<file path="src/rtl/probe_trace_reader.sv">
// Trigger-armed capture of a probe vector into a DEPTH-entry trace buffer,
// streamed back out over a valid/ready read port, oldest sample first.
module probe_trace_reader #(
    parameter int WIDTH = 3,
    parameter int DEPTH = 8,
    parameter int AW    = $clog2(DEPTH)
) (
    input  logic             clk,
    input  logic             rst,
    input  logic             arm,
    input  logic             abort,
    input  logic [WIDTH-1:0] trig_mask,
    input  logic [WIDTH-1:0] trig_value,
    input  logic [WIDTH-1:0] probe_in,
    output logic             rd_valid,
    input  logic             rd_ready,
    output logic [WIDTH-1:0] rd_data,
    output logic             rd_last,
    output logic             busy,
    output logic             triggered,
    output logic [AW:0]      count
);

    typedef enum logic [1:0] {
        S_IDLE,
        S_ARMED,
        S_CAPTURE,
        S_READOUT
    } state_t;

    localparam logic [AW:0]   LP_CNT_LAST = (AW+1)'(DEPTH - 1);
    localparam logic [AW-1:0] LP_PTR_LAST = AW'(DEPTH - 1);

    state_t           r_state;
    logic [WIDTH-1:0] r_buf [DEPTH];
    logic [AW-1:0]    r_wptr;
    logic [AW-1:0]    r_rptr;
    logic [AW:0]      r_count;
    logic             r_trig;
    logic             r_busy;
    logic             r_rd_valid;
    logic             r_rd_last;
    logic [WIDTH-1:0] r_rd_data;

    logic             w_hit;
    logic             w_we;
    logic             w_xfer;
    logic [AW-1:0]    w_rnext;

    assign w_hit   = ((probe_in ^ trig_value) & trig_mask) == '0;
    assign w_we    = !abort && ((r_state == S_ARMED && w_hit) ||
                                 r_state == S_CAPTURE);
    assign w_xfer  = r_rd_valid && rd_ready;
    assign w_rnext = r_rptr + 1'b1;

    // Trace storage is deliberately not reset.
    always_ff @(posedge clk) begin
        if (w_we) begin
            r_buf[r_wptr] <= probe_in;
        end
    end

    always_ff @(posedge clk or posedge rst) begin
        if (rst) begin
            r_state    <= S_IDLE;
            r_wptr     <= '0;
            r_rptr     <= '0;
            r_count    <= '0;
            r_trig     <= 1'b0;
            r_busy     <= 1'b0;
            r_rd_valid <= 1'b0;
            r_rd_last  <= 1'b0;
            r_rd_data  <= '0;
        end else if (abort) begin
            r_state    <= S_IDLE;
            r_trig     <= 1'b0;
            r_busy     <= 1'b0;
            r_rd_valid <= 1'b0;
            r_rd_last  <= 1'b0;
            r_rd_data  <= '0;
        end else begin
            case (r_state)
                S_IDLE: begin
                    if (arm) begin
                        r_state <= S_ARMED;
                        r_busy  <= 1'b1;
                        r_count <= '0;
                        r_trig  <= 1'b0;
                        r_wptr  <= '0;
                        r_rptr  <= '0;
                    end
                end
                S_ARMED: begin
                    if (w_hit) begin
                        r_state <= S_CAPTURE;
                        r_wptr  <= r_wptr + 1'b1;
                        r_count <= (AW+1)'(1);
                        r_trig  <= 1'b1;
                    end
                end
                S_CAPTURE: begin
                    r_wptr  <= r_wptr + 1'b1;
                    r_count <= r_count + 1'b1;
                    // The oldest entry was written long ago, so no bypass.
                    if (r_count == LP_CNT_LAST) begin
                        r_state    <= S_READOUT;
                        r_rd_valid <= 1'b1;
                        r_rd_data  <= r_buf[r_rptr];
                        r_rd_last  <= (r_rptr == LP_PTR_LAST);
                    end
                end
                S_READOUT: begin
                    if (w_xfer) begin
                        r_rptr <= w_rnext;
                        if (r_rd_last) begin
                            r_state    <= S_IDLE;
                            r_busy     <= 1'b0;
                            r_rd_valid <= 1'b0;
                            r_rd_last  <= 1'b0;
                            r_rd_data  <= '0;
                        end else begin
                            r_rd_data <= r_buf[w_rnext];
                            r_rd_last <= (w_rnext == LP_PTR_LAST);
                        end
                    end
                end
                default: r_state <= S_IDLE;
            endcase
        end
    end

    assign rd_valid  = r_rd_valid;
    assign rd_data   = r_rd_data;
    assign rd_last   = r_rd_last;
    assign busy      = r_busy;
    assign triggered = r_trig;
    assign count     = r_count;

endmodule

</file>
<file path="config.mk">
export PLATFORM = sky130hd
export DESIGN_NAME = probe_trace_reader
export DESIGN_NICKNAME = d
export VERILOG_FILES = /design/src/rtl/probe_trace_reader.sv
export SDC_FILE = /design/constraint.sdc
export NUM_CORES = 1
export LEC_CHECK = 0
export ABC_AREA = 0
export BUFFER_PORTS_ARGS = -buffer_cell sky130_fd_sc_hd__buf_2
export CORE_MARGIN = 2
export CORE_UTILIZATION = 45
export DETAILED_ROUTE_END_ITERATION = 6
export PLACE_DENSITY = 0.77
export SYNTH_ARGS = -nofsm -noshare
export SYNTH_HDL_FRONTEND = slang
export SYNTH_SLANG_ARGS = --single-unit
export TNS_END_PERCENT = 5
</file>
<file path="constraint.sdc">
create_clock -name clk -period 2.25 [get_ports clk]
set_clock_uncertainty 0.2 [all_clocks]
set_input_delay 0.225 -clock clk [delete_from_list [all_inputs] [get_ports clk]]
set_output_delay 0.225 -clock clk [all_outputs]
set_load 0.01 [all_outputs]
</file>
==> out/metrics.csv <==
metric,value,unit
synth_seq_cells,43,
die_w,76.17,µm
synth_top_family_by_area,multiplexers,
grt_pass1_wl,8369,µm
async_flop_share,44.19,%
netlist_area,2343,µm²
cts_buffer_depth,2,
period_minus_slack,2.267,ns
yosysUniqueCellTypes,45,
synthFlopType,edfxtp_1,
avgSynthCellArea,13.09,µm²
die_y,76.17,µm
timing_worst_slew_pin_value,0.7498,ns
drv_cap,0,
antenna_found_initial,0,
n_antenna_cell,0,
drt_pre_antenna_iters,4,
cts_root_buffer,clkbuf_8,
fin_nets,244,
fmax,441.1,MHz
yosys_warnings,0,
hpwl,3620,µm
synth_edf_count,24,
place_congestion,0.8517,
ios,25,
synthSimpleGateAreaFrac,10.89,%
grt_pass1_vias,1635,
drc,0,
htreeDepth,2,
setup_violations,2,
max_slew_margin,49.96,%
num_rows,26,
critPathLaunchType,register,
synth_nets,202,
start_util,46.18,%
status,finished with violations,
coreArea,5075,µm²
cts_tree,done,
synthCells,179,
instances_no_fill,292,
setup_ws,-0.01708,ns
totalWireLength,4894,µm
p_leak,1.122,nW
dieArea,5801,µm²
synthToLayoutAreaGrowth,18.79,%
setup_tns,-0.03272,ns
hp-class,in -> reg,
antenna_left,0,
timing.hold.ws,0.03614,ns
powerDensity,875.7,nW/µm²
vias,1629,
rsz0062_at_grt,yes,
violations,negative setup slack,
clk_latency,0.30,ns
clkTransAtPathRegs,0.08,ns
place_inst,281,
final_cell_mix,"buf_2, edfxtp_1, dfrtp_1",
drive_above_1_share,32.88,%
grt_overflow_total,0,
worstPathArrival,2.25,ns
min_period_over_period,100.8,%
track_usage,18.51,%
drtIter0Drc,158,
critPathKind,reg -> reg,
port_buffers,24,
via_per_inst,5.579,
synthAdderAreaFrac,4.805,%
grt_max_degree,20,
clock_sinks,43,
worstPathMaxFanout,7,
wl_per_cell,16.76,µm
cts_buffers,5,
required,2.24,ns
synth_mux_area_share,18.15,%
yosysSeqAreaShare,51.04,%
hold_viol,0,
vdd_drop_max,503.2,µV
synth_xor_area_share,1.121,%
finalPower,2.438,mW
cp-end-kind,register,
synth_compound_area_share,10.36,%
slew_viol_final,0,
metal layers:
layer	share of wire, %	vias to the layer above	wire length [µm]	global-route usage [%]
met2	50	43	2457	30.89
li1	-	786	-	-
met5	0	-	0	0
met4	1.6	0	76	6.909
met1	44	792	2171	23.56
met3	3.9	8	190	4.502
logic make-up (layout without fill, tap and decap cells):
family          after synthesis  in the layout
mux                          24             24
xor+xnor                      3              3
simple gates                 47             47
buf+inv                      19             62
compound gates               34             34
flops                        43             43
fa+ha+maj                     9              9
state kept, by name (all words and copies together) (netlist names):
name and cells:
triggered 1, count 4, r_state 2, rd_data 3, rd_last 1, r_rptr 3, rd_valid 1, busy 1
r_buf 24, r_wptr 3
power by group:
| group | switching [mW] | internal [mW] | leakage, nW |
|---|---|---|---|
| Combinational | 0.500 | 0.419 | 0.604 |
| Clock | 0.254 | 0.248 | 0.0482 |
| Sequential | 0.0813 | 0.936 | 0.470 |
| Total | 0.835 | 1.60 | 1.12 |
metrics by stage:
stage | area, µm² | setup slack (ns) | utilization (%)
after detailed placement | 2639 | -0.03428 | 52.00
after CTS | 2764 | -0.009030 | 54.46
final | 2784 | -0.01708 | 54.86
after global placement | 2639 | 0.04228 | 52.00
after floorplan | 2365 | -0.004875 | -
after global routing | 2784 | -0.07943 | 54.86
critical path: stages, from the launching register on:
cell     delay, ns
dfrtp_1       0.41
ha_2          0.21
ha_4          0.34
mux4_2        0.52
mux2_4        0.29
a22oi_2       0.12
a21oi_1       0.08
worst paths after layout:
kind	cells past startpoint	to	from	slack, ns
max	6	rd_data[2]	r_rptr[1]	-0.02
min	1	r_buf[7][2]	probe_in[2]	0.04
max reg2reg	6	rd_data[2]	r_rptr[1]	-0.02
min reg2reg	2	rd_data[1]	rd_data[1]	0.33
max in group asynchronous	3	r_wptr[2]	rst	0.98
min in group asynchronous	3	rd_valid	rst	0.39
cell usage after synthesis, types with 3 or more instances:
library cell  count  share of area (%)
ha_1              9                4.8
nor2_1            7                1.1
xor2_1            3                1.1
nand2b_1          7                1.9
nand3_1           5                1.1
mux2_2           10                4.8
inv_1            10                1.6
clkbuf_1          3               0.48
nand2_1           6               0.96
edfxtp_1         24                 31
nand3b_1          4                1.3
nor4_1            3               0.80
a21oi_1           9                1.9
mux4_2            6                5.8
mux4_1            6                6.7
o21ai_0           4               0.85
nor3_1            7                1.5
dfrtp_1          19                 20
a22oi_1           3               0.96
cell type report:
cell class / instances / area [µm²]
Clock inverter: 1 / 5.005
Sequential cell: 43 / 1196
Timing Repair Buffer: 42 / 260.3
Inverter: 12 / 45.04
Fill cell: 441 / 2291
Clock buffer: 7 / 86.33
Multi-Input combinational cell: 117 / 1104
Tap cell: 70 / 87.58
what timing repair did:
action,4_1_cts,5_1_grt
pin swaps,1,3
hold buffers,2,0
buffers inserted,0,1
resized for setup,3,3
endpoints found under the setup margin,3,3
hold endpoints to repair,20,0
Note: power is estimated with default switching activity, not from simulation.
